File: src/rtl/uart_receiver.sv
// UART receive path: two-flop synchroniser, mid-bit sampling FSM and a
// valid/ack holding register carrying parity, framing and overrun flags.
module uart_receiver #(
   parameter int CLOCK_DIVISOR_WIDTH = 24
) (
   input  logic                           clk,
   input  logic                           rst,
   input  logic                           rx,
   input  logic [1:0]                     dataBits,
   input  logic                           hasParity,
   input  logic [1:0]                     parityMode,
   input  logic                           extraStopBit,
   input  logic [CLOCK_DIVISOR_WIDTH-1:0] clockDivisor,
   output logic [7:0]                     data,
   output logic                           valid,
   input  logic                           ack,
   output logic                           parityError,
   output logic                           framingError,
   output logic                           overrun,
   output logic                           busy
);
   localparam int CW = CLOCK_DIVISOR_WIDTH + 3;

   typedef enum logic [2:0] {
      IDLE, START, DATA, PAR, STOP1, STOP2, DONE, BREAKWAIT
   } state_t;

   state_t                         state, state_next;
   logic                           rx_meta, rxs;
   logic [CW-1:0]                  cnt, cnt_next;
   logic [2:0]                     bit_idx, bit_idx_next;
   logic [7:0]                     shreg, shreg_next;
   logic                           par_err, par_err_next;
   logic                           frm_err, frm_err_next;
   logic [1:0]                     cfg_bits, cfg_mode;
   logic                           cfg_par, cfg_stop2;
   logic [CLOCK_DIVISOR_WIDTH-1:0] cfg_div;
   logic                           tick, exp_par;
   logic [CW-1:0]                  period_m1, half_m1;
   logic [2:0]                     last_idx;

   // Counter holds cycles-remaining minus one: P-1 = 4d+1, H-1 = 2d.
   assign period_m1 = {1'b0, cfg_div, 2'b01};
   assign half_m1   = {2'b00, clockDivisor, 1'b0};
   assign last_idx  = {1'b0, cfg_bits} + 3'd4;
   assign tick      = (cnt == '0);
   assign busy      = (state != IDLE);

   always_ff @(posedge clk) begin
      if (rst) begin
         state     <= IDLE;
         rx_meta   <= 1'b1;
         rxs       <= 1'b1;
         cnt       <= '0;
         bit_idx   <= '0;
         shreg     <= '0;
         par_err   <= 1'b0;
         frm_err   <= 1'b0;
         cfg_bits  <= '0;
         cfg_par   <= 1'b0;
         cfg_mode  <= '0;
         cfg_stop2 <= 1'b0;
         cfg_div   <= '0;
      end else begin
         rx_meta <= rx;
         rxs     <= rx_meta;
         state   <= state_next;
         cnt     <= cnt_next;
         bit_idx <= bit_idx_next;
         shreg   <= shreg_next;
         par_err <= par_err_next;
         frm_err <= frm_err_next;
         // Tracks the inputs while idle, so it freezes on the cycle the frame starts.
         if (state == IDLE) begin
            cfg_bits  <= dataBits;
            cfg_par   <= hasParity;
            cfg_mode  <= parityMode;
            cfg_stop2 <= extraStopBit;
            cfg_div   <= clockDivisor;
         end
      end
   end

   always_comb begin
      state_next   = state;
      cnt_next     = cnt;
      bit_idx_next = bit_idx;
      shreg_next   = shreg;
      par_err_next = par_err;
      frm_err_next = frm_err;
      exp_par      = 1'b0;
      unique case (cfg_mode)
         2'b00:   exp_par = 1'b0;
         2'b11:   exp_par = 1'b1;
         2'b10:   exp_par = ^shreg;
         default: exp_par = ~^shreg;
      endcase
      if (state != IDLE && state != DONE && state != BREAKWAIT && !tick)
         cnt_next = cnt - 1'b1;
      case (state)
         IDLE: if (!rxs) begin
            state_next   = START;
            cnt_next     = half_m1;
            shreg_next   = '0;
            bit_idx_next = '0;
            par_err_next = 1'b0;
            frm_err_next = 1'b0;
         end
         START: if (tick) begin
            if (rxs) state_next = IDLE;
            else begin
               state_next   = DATA;
               cnt_next     = period_m1;
               bit_idx_next = '0;
            end
         end
         DATA: if (tick) begin
            shreg_next[bit_idx] = rxs;
            cnt_next            = period_m1;
            if (bit_idx == last_idx) state_next = cfg_par ? PAR : STOP1;
            else bit_idx_next = bit_idx + 3'd1;
         end
         PAR: if (tick) begin
            if (rxs != exp_par) par_err_next = 1'b1;
            cnt_next   = period_m1;
            state_next = STOP1;
         end
         STOP1: if (tick) begin
            if (!rxs) frm_err_next = 1'b1;
            cnt_next   = period_m1;
            state_next = cfg_stop2 ? STOP2 : DONE;
         end
         STOP2: if (tick) begin
            if (!rxs) frm_err_next = 1'b1;
            state_next = DONE;
         end
         // A line still low here is a break, not a new start bit.
         DONE:      state_next = rxs ? IDLE : BREAKWAIT;
         BREAKWAIT: if (rxs) state_next = IDLE;
         default:   state_next = IDLE;
      endcase
   end

   // valid/ack: valid rises with a completed frame and holds data and flags
   // until a cycle with valid & ack; a frame completing in that same cycle wins.
   always_ff @(posedge clk) begin
      if (rst) begin
         data         <= '0;
         valid        <= 1'b0;
         parityError  <= 1'b0;
         framingError <= 1'b0;
         overrun      <= 1'b0;
      end else if (state == DONE) begin
         data         <= shreg;
         parityError  <= par_err;
         framingError <= frm_err;
         overrun      <= valid & ~ack;
         valid        <= 1'b1;
      end else if (valid && ack) begin
         valid        <= 1'b0;
         parityError  <= 1'b0;
         framingError <= 1'b0;
         overrun      <= 1'b0;
      end
   end
endmodule
File: config.mk
export PLATFORM = sky130hd
export DESIGN_NAME = uart_receiver
export DESIGN_NICKNAME = d
export VERILOG_FILES = /design/src/rtl/uart_receiver.sv
export SDC_FILE = /design/constraint.sdc
export NUM_CORES = 1
export LEC_CHECK = 0
export CAP_MARGIN = 25
export CELL_PAD_IN_SITES_DETAIL_PLACEMENT = 0
export CELL_PAD_IN_SITES_GLOBAL_PLACEMENT = 1
export CORE_MARGIN = 4
export CORE_UTILIZATION = 38
export DETAILED_ROUTE_END_ITERATION = 7
export PLACE_DENSITY = 0.76
export SYNTH_ARGS = -nofsm -noshare
export SYNTH_HDL_FRONTEND = slang
export SYNTH_SLANG_ARGS = --single-unit
File: constraint.sdc
create_clock -name clk -period 2.65 [get_ports clk]
set_clock_uncertainty 0.2 [all_clocks]
set_input_delay 0.265 -clock clk [delete_from_list [all_inputs] [get_ports clk]]
set_output_delay 0.265 -clock clk [all_outputs]
set_load 0.03 [all_outputs]
# == Word-level counts from Yosys, hierarchy flattened ==
# Index checks and enable logic that the tools add are counted.
# Widths: inputs -> output; s select.
# totals
ff_bits,87
latchBits,0
ramBits,0
romBits,0
memories,0
# classes
addsub,3
multipliers,0
div,0
n_lt_le_gt_ge,2
eq_ne,25
shifts,0
mux,43
bitwise_logic,2
reduce_logical,24
# op_table
cell,n
$mux 27,5
$pmux 27 s3,1
$mux 3,14
$logic_not 27->1,1
$sub 27x1->27 const B,1
$pmux 3 s8,1
$ne 2x2->1 const B,11
$mux 8,2
$pmux 8 s2,1
$eq 3x3->1 const B,4
$reduce_and 4->1,3
$mux 1,11
$pmux 3 s3,1
$bwmux 8,1
$reduce_and 8->1,1
$reduce_bool 2->1,4
$reduce_xnor 8->1,1
$reduce_xor 8->1,1
$eq 3x2->1 const B,2
$ne 3x3->1 const B,2
$reduce_bool 3->1,2
$logic_and 1x1->1,5
$eq 2x2->1 const B,2
$lt 3x4->1 const B,1
other kinds (19),21

# == Logic depth before layout (Yosys ltp) ==
# Gate-level depths: netlist (run 1).
# logic_depth
word_depth,8
depth_mapped,11
ltp_nobuf,8

# == Worst setup path before layout (run 1) ==
# No wires, ideal clock.
# synth_path
path_type,register to register
from,register cnt[0]
to,register shreg[6]
setup_ps,127
arrival_ps,2486
t_required_ps,2323
slack_ps,-163
stages_incl_launch_ff,10
synth_period_minus_slack_ps,2813
path_cell_list,dfxtp_1 -> inv_1 -> ha_1 -> or4b_1 -> or3_1 -> buf_2 -> or4_4 -> a21oi_2 -> nand3_1 -> mux2i_1
# synth_between
elab_chain_cells,3
# synth_lines
item,line_no,text
"start, declared",30,"logic [CW-1:0] cnt, cnt_next;"
"start signal, assigned",68,cnt <= cnt_next;
$logic_not 27->1,46,assign tick = (cnt == '0);
$ne 2x2->1 (no line),n/a,
$reduce_and 3->1 (no line),n/a,
"end signal, assigned",70,shreg <= shreg_next;
"end, declared",32,"logic [7:0] shreg, shreg_next;"
# No other way between the ends.
# A chain may end at the register's enable or synchronous reset.

# == Worst setup path in the final report (run 1) ==
# layout_path
from,register cnt[1]
to,register bit_idx[0]
# layout_between
elab_chain_cells,3
# layout_lines
item,line_no,text
$logic_not 27->1 *,46,
$ne 2x2->1 (no line),n/a,
$reduce_and 4->1 (no line) *,n/a,
"end signal, assigned",69,bit_idx <= bit_idx_next;
"end, declared",31,"logic [2:0] bit_idx, bit_idx_next;"
# Every way passes the cells marked *; elsewhere a longest branch is shown, timed or not.

==> qor.tcl, run 1 <==
set qor(worst-endpoint-required_ps) 2690
set qor(ys_dominant_reg_cell) {sky130_fd_sc_hd__dfxtp_1}
set qor(synthesis.area_per_instance_um2) 7.28
set qor(vias_per_cell) 5.99
set qor(floorplan.initialDensity_pct) 39.1
set qor(total_global_routing_track_utilization_pct) 23.0
set qor(antenna_found_initial) 0
set qor(die_x_um) 125
set qor(layout.cells.most_common) {sky130_fd_sc_hd__nand2_1}
set qor(synthToLayoutAreaGrowth_pct) 30.8
set qor(ys_types) 62
set qor(critical_path.startpoint_type) {register}
set qor(cts.reportedPaths.clkPinSlew_ps) 60
set qor(max_cap_violations) 0
set qor(clock_tree.buffer_depth) 2
set qor(min_path_type) {reg2reg}
set qor(grt_setup_unrepaired) {yes}
set qor(gp_congestion) 0.989
set qor(total_number_of_vias) 5818
set qor(clockRootBuffer) {sky130_fd_sc_hd__clkbuf_16}
set qor(synth_area_leader_cell) {sky130_fd_sc_hd__dfxtp_1}
set qor(top_library_cells_by_usage_in_the_layout_fill_and_taps_aside) {115 x sky130_fd_sc_hd__nand2_1, 103 x sky130_fd_sc_hd__a21oi_1, 84 x sky130_fd_sc_hd__dfxtp_1}
set qor(post_synth_main_area_contributors) {sky130_fd_sc_hd__dfxtp_1 33%, sky130_fd_sc_hd__a21oi_1 10%, sky130_fd_sc_hd__nand2_1 8.3%}
set qor(total_leakage_power_nw) 2.54
set qor(synth-edff-count) 0
set qor(fin_tns_setup_ps) -197
set qor(hpwl_mm) 13.2
set qor(worst_pin_slew_ps) 868
set qor(first_global_vias) 5490
set qor(vdd.ir_drop.worst_mv) 0.842
set qor(final-hold-violation-count) 0
set qor(nets) 827
set qor(fmax_ghz) 0.370
set qor(worst_slack_ps) -51.7
set qor(netlist.area_leader.share_pct) 33.3
set qor(antenna_left) 0
set qor(pin_count_of_the_biggest_net_entering_global_routing) 34
set qor(grt_pass1_wl_mm) 29.1
set qor(net_count_synth) 754
set qor(violations) {negative setup slack}
set qor(die_height_um) 125
set qor(min_period_over_period_pct) 102
set qor(num_io_pins) 47
set qor(timing.final.max_slew_violations) 0
set qor(power.density_cell_area_nw_per_um2) 1400
set qor(ys_ff_latch) 87
set qor(finalCoreUtilization_pct) 51.2
set qor(synth_async_sr_flop_share_pct) 0
set qor(worstSkewPairLatency_ps) 350
set qor(final_layout_size_suffix_gt1_share_pct) 16.9
set qor(place.port_buffers) 46
set qor(n_antenna_cell) 0
set qor(worst-setup-path-type) {reg2reg}
set qor(total_drc_errors_in_the_routed_layout) 0
set qor(detail_route.wl_per_cell_um) 19.3
set qor(drt_wl_total_mm) 18.7
set qor(floorplan.rows) 42
set qor(max_slew_margin_pct) 41.6
set qor(cts_tree) {built}
set qor(final-setup-viol-count) 12
set qor(yosys_warnings) 0
set qor(timing.final.crit_period_ps) 2700
set qor(syn_inst) 718
set qor(clock_tree.htree_level_count) 3
set qor(filler_cell_count) 1309
set qor(critical_path.max_fanout) 4
set qor(grt_ovf) 0
set qor(area_enclosed_by_the_die_boundary_um2) 15700
set qor(critical_path.endpoint_type) {register}
set qor(synth.yosys.seq_area_share_pct) 33.3
set qor(hold_ws_ps) 221
set qor(worst_slack_at_placement_ps) -179
set qor(clock_sink_count) 87
set qor(dr.pass1.iters) 5
set qor(run_status) {finished with violations}
set qor(worstPathArrival_ps) 2740
set qor(floorplan.core_area_um2) 13300
set qor(initialDrtViolationCount) 524
set qor(cts_made_buffers) 9
set qor(synthesis.area_um2) 5220
[worst max-delay path, cell delays in order, from the launching register on]
cell	delay (ps)
sky130_fd_sc_hd__dfxtp_2	330
sky130_fd_sc_hd__inv_2	60
sky130_fd_sc_hd__ha_4	130
sky130_fd_sc_hd__or4b_4	470
sky130_fd_sc_hd__or3_4	380
sky130_fd_sc_hd__nor3_4	200
sky130_fd_sc_hd__buf_6	160
sky130_fd_sc_hd__buf_4	100
sky130_fd_sc_hd__a311oi_2	90
sky130_fd_sc_hd__nor2b_2	190
sky130_fd_sc_hd__mux2_4	270
[registers in the layout (all words and copies together), names as in the netlist]
name	flops
bit_idx	3
cfg_bits	2
cfg_div	24
cfg_mode	2
cfg_par	1
cfg_stop2	1
cnt	27
data	8
framingError	1
frm_err	1
overrun	1
par_err	1
parityError	1
rx_meta	1
rxs	1
shreg	8
state	3
valid	1
[layer usage]
| metal | up-vias | wire length (um) | global-route usage, % |
|---|---|---|---|
| met3 | 48 | 1540 | 3.37 |
| li1 | 2731 | - | - |
| met5 | - | 0 | 0 |
| met4 | 0 | 599 | 10.5 |
| met2 | 280 | 8280 | 35.3 |
| met1 | 2759 | 8270 | 32.0 |
[synth_stat cells, types with 12 or more instances]
| library cell | count |
|---|---|
| sky130_fd_sc_hd__nand2_1 | 115 |
| sky130_fd_sc_hd__a21oi_1 | 104 |
| sky130_fd_sc_hd__dfxtp_1 | 87 |
| sky130_fd_sc_hd__nor2_1 | 52 |
| sky130_fd_sc_hd__o21ai_0 | 51 |
| sky130_fd_sc_hd__clkbuf_1 | 40 |
| sky130_fd_sc_hd__nor3_1 | 25 |
| sky130_fd_sc_hd__xnor2_1 | 23 |
| sky130_fd_sc_hd__nor4_1 | 14 |
| sky130_fd_sc_hd__mux2i_1 | 12 |
| sky130_fd_sc_hd__o22a_1 | 12 |
[cells by family after synthesis]
family | after synthesis | share of synthesized area [%]
AND/OR/NAND/NOR | 284 | 26.3
AO/OA/AOI/OAI | 233 | 27.0
flip-flops | 87 | 33.3
buffers and inverters | 69 | 5.37
XOR/XNOR | 30 | 5.03
multiplexers | 13 | 2.52
adder cells (fa/ha/maj) | 2 | 0.479
[report_power, final]
part	switching, W	leakage [nW]	internal (W)
sequential	0.000273	0.713	0.00155
combinational	0.00347	1.66	0.00283
clock	0.000542	0.165	0.000897
[path summary, 6_finish.rpt]
check	start	cells after the start	slack (ps)	to
worst max-delay path	cnt[1]	10	-50	bit_idx[0]
worst min-delay path	rx_meta	1	220	rxs
worst max register to register	cnt[1]	10	-50	bit_idx[0]
worst min register to register	rx_meta	1	220	rxs
[per-stage QoR]
stage               instances  power (W)  cell area (um^2)
CTS                       966    0.00852              6650
floorplan                 718    0.00467              5260
finish                    971    0.00956              6830
global route              971     0.0100              6830
detailed placement        947    0.00663              6210
global placement          947    0.00658              6210
[final cells by class]
class                      count  area (um^2)  share of cell area, %
inverter                      11         41.3                  0.604
timing repair buffer         120         1100                   16.1
clock buffer                  12          267                   3.90
multi-input combinational    562         3390                   49.7
clock inverter                 3         65.1                  0.952
sequential                    87         1750                   25.5
tap                          176          220                   3.22
[what timing repair did]
action	CTS	global route
setup endpoints to repair	35	37
buffers inserted	4	2
pin swaps	6	6
gates resized for setup	21	30
cloned	0	3
hold buffers	0	0
No activity file was read; power rests on OpenSTA's default activity.
==> inputs of run 2 (changes only) <==
--- a/config.mk
+++ b/config.mk
@@ -8,10 +8,10 @@
 export CAP_MARGIN = 25
 export CELL_PAD_IN_SITES_DETAIL_PLACEMENT = 0
 export CELL_PAD_IN_SITES_GLOBAL_PLACEMENT = 1
-export CORE_MARGIN = 4
+export CORE_MARGIN = 1.5
 export CORE_UTILIZATION = 38
 export DETAILED_ROUTE_END_ITERATION = 7
-export PLACE_DENSITY = 0.76
+export PLACE_DENSITY = 0.85
 export SYNTH_ARGS = -nofsm -noshare
 export SYNTH_HDL_FRONTEND = slang
 export SYNTH_SLANG_ARGS = --single-unit
==> qor.tcl, run 2 (synthesis results as in run 1) <==
set qor(critical_path.endpoint_type) {register} ;# unchanged
set qor(clockRootBuffer) {sky130_fd_sc_hd__clkbuf_16} ;# unchanged
set qor(total_leakage_power_nw) 2.56 ;# was 2.54 nW
set qor(place.port_buffers) 46 ;# unchanged
set qor(fmax_ghz) 0.373 ;# was 0.370 GHz
set qor(vias_per_cell) 6.04 ;# was 5.99
set qor(hpwl_mm) 12.9 ;# was 13.2 mm
set qor(die_height_um) 120 ;# was 125 um
set qor(cts_made_buffers) 9 ;# unchanged
set qor(max_cap_violations) 0 ;# unchanged
set qor(antenna_found_initial) 0 ;# unchanged
set qor(initialDrtViolationCount) 533 ;# was 524
set qor(num_io_pins) 47 ;# unchanged
set qor(worst-endpoint-required_ps) 2730 ;# was 2690 ps
set qor(clock_tree.buffer_depth) 2 ;# unchanged
set qor(cts.reportedPaths.clkPinSlew_ps) 70 ;# was 60 ps
set qor(largest_registers) {cnt x27, cfg_div x24} ;# unchanged
set qor(nets) 833 ;# was 827
set qor(violations) {negative setup slack} ;# unchanged
set qor(worstPathArrival_ps) 2770 ;# was 2740 ps
set qor(finalCoreUtilization_pct) 51.8 ;# was 51.2%
set qor(timing.final.max_slew_violations) 0 ;# unchanged
set qor(grt_pass1_wl_mm) 28.8 ;# was 29.1 mm
set qor(area_enclosed_by_the_die_boundary_um2) 14500 ;# was 15,700 um^2
set qor(power_frac_seq_pct) 19.3 ;# was 19.1%
set qor(timing.final.crit_period_ps) 2680 ;# was 2700 ps
set qor(number_of_flip_flops_under_the_largest_register_name) 27 ;# unchanged
set qor(fin_tns_setup_ps) -108 ;# was -197 ps
set qor(drt_wl_total_mm) 18.5 ;# was 18.7 mm
set qor(hold_path.startpoint) {rx_meta} ;# unchanged
set qor(critical_path.max_fanout) 6 ;# was 4
set qor(reg2reg_slack_ps) -30 ;# was -50 ps
set qor(switching_share_pct) 46.7 ;# was 44.8%
set qor(hold_depth) 1 ;# unchanged
set qor(detail_route.wl_per_cell_um) 18.9 ;# was 19.3 um
set qor(hold_ws_ps) 221 ;# about the same
set qor(worst_slack_at_placement_ps) -166 ;# was -179 ps
set qor(min_path_type) {reg2reg} ;# unchanged
set qor(synthToLayoutAreaGrowth_pct) 32.4 ;# was 30.8%
set qor(worst_r2r_endpoint) {state[2]} ;# was bit_idx[0]
set qor(dr.pass1.iters) 6 ;# was 5
set qor(first_global_vias) 5528 ;# was 5,490
set qor(layout.cells.most_common) {sky130_fd_sc_hd__nand2_1} ;# unchanged
set qor(power.density_cell_area_nw_per_um2) 1370 ;# was 1400 nW/um^2
set qor(timing.reg2reg.worst_path_depth) 9 ;# was 10
set qor(vdd.ir_drop.worst_mv) 1.54 ;# was 0.842 mV
set qor(power_report.internal_total_w) 0.00505 ;# was 0.00528 W
set qor(crit_start) {cnt[0]} ;# was cnt[1]
set qor(antenna_left) 0 ;# unchanged
set qor(clock_tree.htree_level_count) 3 ;# unchanged
set qor(registers.top_by_ff_count) {cnt} ;# unchanged
set qor(worst_slack_ps) -33.0 ;# was -51.7 ps
set qor(worst-setup-path-type) {reg2reg} ;# unchanged
set qor(pin_count_of_the_biggest_net_entering_global_routing) 40 ;# was 34
set qor(switching_power_total_w) 0.00443 ;# was 0.00428 W
set qor(hold_buffers) 0 ;# unchanged
set qor(max_slew_margin_pct) 49.6 ;# was 41.6%
set qor(floorplan.rows) 42 ;# unchanged
set qor(critical_path.startpoint_type) {register} ;# unchanged
set qor(total_drc_errors_in_the_routed_layout) 0 ;# unchanged
set qor(regToRegStartpoint) {cnt[0]} ;# was cnt[1]
set qor(combinationalPowerShare_pct) 66.3 ;# was 65.8%
set qor(n_antenna_cell) 0 ;# unchanged
set qor(clock_sink_count) 87 ;# unchanged
set qor(final-hold-violation-count) 0 ;# unchanged
set qor(die_x_um) 120 ;# was 125 um
set qor(grt_setup_unrepaired) {yes} ;# unchanged
set qor(gp_congestion) 0.957 ;# was 0.989
set qor(total_number_of_vias) 5899 ;# was 5,818
set qor(min_period_over_period_pct) 101 ;# was 102%
set qor(cts_tree) {built} ;# unchanged
set qor(floorplan.initialDensity_pct) 39.1 ;# unchanged
set qor(worstSkewPairLatency_ps) 350 ;# about the same
set qor(run_status) {finished with violations} ;# unchanged
set qor(final_layout_size_suffix_gt1_share_pct) 18.9 ;# was 16.9%
set qor(top_library_cells_by_usage_in_the_layout_fill_and_taps_aside) {114 x sky130_fd_sc_hd__nand2_1, 99 x sky130_fd_sc_hd__a21oi_1, 85 x sky130_fd_sc_hd__dfxtp_1} ;# was 115 x sky130_fd_sc_hd__nand2_1, 103 x sky130_fd_sc_hd__a21oi_1, 84 x sky130_fd_sc_hd__dfxtp_1
set qor(final-setup-viol-count) 7 ;# was 12
set qor(floorplan.core_area_um2) 13300 ;# unchanged
set qor(grt_ovf) 0 ;# unchanged
set qor(fraction_of_power_consumed_by_the_clock_network_pct) 14.4 ;# was 15.0%
set qor(worst_pin_slew_ps) 756 ;# was 868 ps
set qor(cp-endpoint) {state[2]} ;# was bit_idx[0]
set qor(total_global_routing_track_utilization_pct) 25.2 ;# was 23.0%
-- run 2: power by group through the flow --
stage	sequential [W]	clock [W]	combinational, W
after floorplan	0.00175	0	0.00292
after global placement	0.00181	0	0.00483
after detailed placement	0.00182	0	0.00487
after CTS	0.00180	0.00138	0.00529
after global routing	0.00186	0.00143	0.00664
final	0.00183	0.00137	0.00628
-- run 2: metal layers --
| layer | share of wire [%] | track usage (%) |
|---|---|---|
| met4 | 2.6 | 10.2 |
| met5 | 0 | 0 |
| met1 | 44 | 35.0 |
| met2 | 45 | 37.9 |
| met3 | 9.3 | 5.71 |
-- run 2: timing repair --
action	CTS	global route
pin swaps	4	5
setup endpoints to repair	35	40
setup buffers	4	6
hold endpoints to repair	0	0
gates cloned	1	0
gates resized for setup	17	58
-- run 2: per-stage QoR --
step                area, um^2  power, W  cells
global route              6920   0.00993    977
finish                    6920   0.00947    977
global placement          6230   0.00665    951
detailed placement        6230   0.00669    951
floorplan                 5260   0.00467    718
CTS                       6670   0.00848    971
-- run 2: worst min-delay path by stage --
stage	end
after floorplan	rx_meta
after global placement	rxs
after detailed placement	rxs
after CTS	rxs
after global routing	cfg_mode[0]
final	rxs
-- run 2: area by class of cell --
| cell class | instances | area, um^2 |
|---|---|---|
| multi-input combinational | 562 | 3500 |
| inverter | 11 | 41.3 |
| clock inverter | 5 | 83.8 |
| tap | 176 | 220 |
| timing repair buffer | 126 | 1100 |
| clock buffer | 10 | 229 |
| fill | 1309 | 6430 |
| sequential | 87 | 1740 |
-- run 2: worst max-delay path: stages (launching register included) --
cell and delay (ps):
sky130_fd_sc_hd__dfxtp_2 330, sky130_fd_sc_hd__inv_2 80, sky130_fd_sc_hd__ha_4 130, sky130_fd_sc_hd__or4b_4 460
sky130_fd_sc_hd__or3_4 400, sky130_fd_sc_hd__nor3_4 140, sky130_fd_sc_hd__buf_6 170, sky130_fd_sc_hd__a31oi_4 100
sky130_fd_sc_hd__or4_4 490, sky130_fd_sc_hd__a21oi_2 120
==> inputs of run 3 (changes only) <==
--- a/config.mk
+++ b/config.mk
@@ -8,8 +8,10 @@
 export CAP_MARGIN = 25
 export CELL_PAD_IN_SITES_DETAIL_PLACEMENT = 0
 export CELL_PAD_IN_SITES_GLOBAL_PLACEMENT = 1
+export CORE_ASPECT_RATIO = 1.5
 export CORE_MARGIN = 1.5
 export CORE_UTILIZATION = 38
+export CTS_CLUSTER_SIZE = 20
 export DETAILED_ROUTE_END_ITERATION = 7
 export PLACE_DENSITY = 0.85
 export SYNTH_ARGS = -nofsm -noshare
==> constraint.sdc (replaced) <==
create_clock -name clk -period 2.35 [get_ports clk]
set_clock_uncertainty 0.2 [all_clocks]
set_input_delay 0.235 -clock clk [delete_from_list [all_inputs] [get_ports clk]]
set_output_delay 0.235 -clock clk [all_outputs]
set_load 0.03 [all_outputs]
==> qor.tcl, run 3 (synthesis results as in run 1) <==
set qor(critical_path.max_fanout) 5 ;# was 6
set qor(filler_cell_count) 1254 ;# was 1,309
set qor(worst_slack_ps) -334 ;# was -33.0 ps
set qor(critical_path.endpoint_type) {register} ;# unchanged
set qor(cts_tree) {built} ;# unchanged
set qor(violations) {design-rule violations, negative setup slack} ;# was negative setup slack
set qor(vias_per_cell) 6.08 ;# was 6.04
set qor(pin_count_of_the_biggest_net_entering_global_routing) 34 ;# was 40
set qor(antenna_left) 0 ;# unchanged
set qor(die_x_um) 98.7 ;# was 120 um
set qor(total_power_w) 0.0120 ;# was 0.00947 W
set qor(n_antenna_cell) 0 ;# unchanged
set qor(reg2reg_slack_ps) -330 ;# was -30 ps
set qor(drt_wl_total_mm) 19.4 ;# was 18.5 mm
set qor(placed_cell_area_um2) 6450 ;# was 6230 um^2
set qor(timing.final.max_slew_violations) 0 ;# unchanged
set qor(fin_area_um2) 7340 ;# was 6920 um^2
set qor(final_layout_size_suffix_gt1_share_pct) 25.2 ;# was 18.9%
set qor(worst_pin_slew_ps) 649 ;# was 756 ps
set qor(layout.cells.most_common) {sky130_fd_sc_hd__nand2_1} ;# unchanged
set qor(met3RoutedLength_mm) 1.04 ;# was 1.72 mm
set qor(clock_tree.htree_level_count) 3 ;# unchanged
set qor(min_path_type) {in2reg} ;# was reg2reg
set qor(worstPathArrival_ps) 2760 ;# was 2770 ps
set qor(final-hold-violation-count) 0 ;# unchanged
set qor(top_layer) {met4} ;# unchanged
set qor(crit_start) {cnt[0]} ;# unchanged
set qor(hold_buffers) 0 ;# unchanged
set qor(area_enclosed_by_the_die_boundary_um2) 14500 ;# about the same
set qor(worst_slack_at_placement_ps) -401 ;# was -166 ps
set qor(grt_ovf) 0 ;# unchanged
set qor(fin_tns_setup_ps) -8730 ;# was -108 ps
set qor(synthToLayoutAreaGrowth_pct) 40.5 ;# was 32.4%
set qor(antenna_found_initial) 0 ;# unchanged
set qor(grt_setup_unrepaired) {yes} ;# unchanged
set qor(critical_path.startpoint_type) {register} ;# unchanged
set qor(floorplan.initialDensity_pct) 38.8 ;# was 39.1%
set qor(total_global_routing_track_utilization_pct) 25.9 ;# was 25.2%
set qor(worst_r2r_endpoint) {state[2]} ;# unchanged
set qor(initialDrtViolationCount) 451 ;# was 533
set qor(top_library_cells_by_usage_in_the_layout_fill_and_taps_aside) {113 x sky130_fd_sc_hd__nand2_1, 97 x sky130_fd_sc_hd__a21oi_1, 87 x sky130_fd_sc_hd__buf_4} ;# was 114 x sky130_fd_sc_hd__nand2_1, 99 x sky130_fd_sc_hd__a21oi_1, 85 x sky130_fd_sc_hd__dfxtp_1
set qor(cts.reportedPaths.clkPinSlew_ps) 60 ;# was 70 ps
set qor(largest_registers) {cnt x27, cfg_div x24} ;# unchanged
set qor(cp-endpoint) {state[2]} ;# unchanged
set qor(min_period_over_period_pct) 114 ;# was 101%
set qor(hpwl_mm) 13.5 ;# was 12.9 mm
set qor(dr.pass1.iters) 7 ;# was 6
set qor(number_of_flip_flops_under_the_largest_register_name) 27 ;# unchanged
set qor(die_height_um) 147 ;# was 120 um
set qor(floorplan.rows) 52 ;# was 42
set qor(worst-endpoint-required_ps) 2420 ;# was 2730 ps
set qor(finalCoreUtilization_pct) 54.5 ;# was 51.8%
set qor(first_global_vias) 5954 ;# was 5,528
set qor(nets) 859 ;# was 833
set qor(wl_met1_mm) 7.36 ;# was 8.04 mm
set qor(detail_route.wl_per_cell_um) 19.6 ;# was 18.9 um
set qor(max_slew_margin_pct) 56.3 ;# was 49.6%
set qor(vdd.ir_drop.worst_mv) 0.975 ;# was 1.54 mV
set qor(num_io_pins) 47 ;# unchanged
set qor(worstSkewPairLatency_ps) 350 ;# about the same
set qor(clock_tree.buffer_depth) 2 ;# unchanged
set qor(final-setup-viol-count) 41 ;# was 7
set qor(total_leakage_power_nw) 2.76 ;# was 2.56 nW
set qor(registers.top_by_ff_count) {cnt} ;# unchanged
set qor(timing.reg2reg.worst_path_depth) 9 ;# unchanged
set qor(run_status) {finished with violations} ;# unchanged
set qor(clockRootBuffer) {sky130_fd_sc_hd__clkbuf_16} ;# unchanged
set qor(gp_congestion) 0.948 ;# was 0.957
set qor(place.port_buffers) 46 ;# unchanged
set qor(grt_pass1_wl_mm) 29.8 ;# was 28.8 mm
set qor(timing.final.crit_period_ps) 2680 ;# about the same
set qor(max_cap_violations) 0 ;# unchanged
set qor(detailroute.wirelength.met2_mm) 9.90 ;# was 8.23 mm
set qor(power.density_cell_area_nw_per_um2) 1640 ;# was 1370 nW/um^2
set qor(worst-setup-path-type) {reg2reg} ;# unchanged
set qor(regToRegStartpoint) {cnt[0]} ;# unchanged
set qor(floorplan.core_area_um2) 13500 ;# was 13,300 um^2
set qor(clock_sink_count) 87 ;# unchanged
set qor(total_number_of_vias) 6011 ;# was 5,899
set qor(fmax_ghz) 0.373 ;# about the same
set qor(cts_made_buffers) 9 ;# unchanged
set qor(total_drc_errors_in_the_routed_layout) 2 ;# was 0
==> run 3: worst min-delay path by stage <==
stage                  from     endpoint  cells after the start
global route            rst  cfg_div[23]                      2
floorplan                rx      rx_meta                      1
finish                  rst  cfg_div[23]                      2
CTS                     rst  cfg_div[23]                      2
detailed placement  rx_meta          rxs                      1
global placement    rx_meta          rxs                      1
==> run 3: critical path, cell delays in order (launching register included) <==
cell	delay [ps]
sky130_fd_sc_hd__dfxtp_2	330
sky130_fd_sc_hd__inv_2	70
sky130_fd_sc_hd__ha_4	120
sky130_fd_sc_hd__or4b_4	460
sky130_fd_sc_hd__or3_4	400
sky130_fd_sc_hd__nor3_4	180
sky130_fd_sc_hd__buf_4	170
sky130_fd_sc_hd__a31oi_2	130
sky130_fd_sc_hd__or4_1	410
sky130_fd_sc_hd__a21oi_1	140
==> run 3: metrics by stage <==
stage	cells	hold WS, ps
floorplan	718	139
global placement	959	196
detailed placement	959	197
CTS	978	125
global route	989	238
finish	989	169
==> run 3: where the power goes <==
group | internal, W | switching, W | total [W]
Combinational | 0.00393 | 0.00471 | 0.00864
Sequential | 0.00175 | 0.000249 | 0.00200
Clock | 0.000767 | 0.000595 | 0.00136
Total | 0.00645 | 0.00555 | 0.0120
==> run 3: per-layer routing <==
metal | vias to the layer above | track usage (%)
met2 | 261 | 46.0
li1 | 2787 | -
met1 | 2876 | 29.4
met5 | - | 0
met3 | 87 | 2.87
met4 | 0 | 16.1
==> run 3: layout make-up <==
class	instances	area, um^2	share of cell area, %
Tap cell	162	203	2.76
Clock buffer	12	256	3.50
Clock inverter	3	18.8	0.256
Inverter	11	41.3	0.563
Timing Repair Buffer	152	1360	18.6
Multi-Input combinational cell	562	3710	50.6
Sequential cell	87	1750	23.8
==> run 3: timing repair <==
| action | CTS | global route |
|---|---|---|
| endpoints found under the hold margin | 0 | 0 |
| setup buffers | 4 | 10 |
| resized for setup | 31 | 91 |
| gates cloned | 0 | 1 |
| pin swaps | 7 | 32 |
| endpoints found under the setup margin | 42 | 43 |
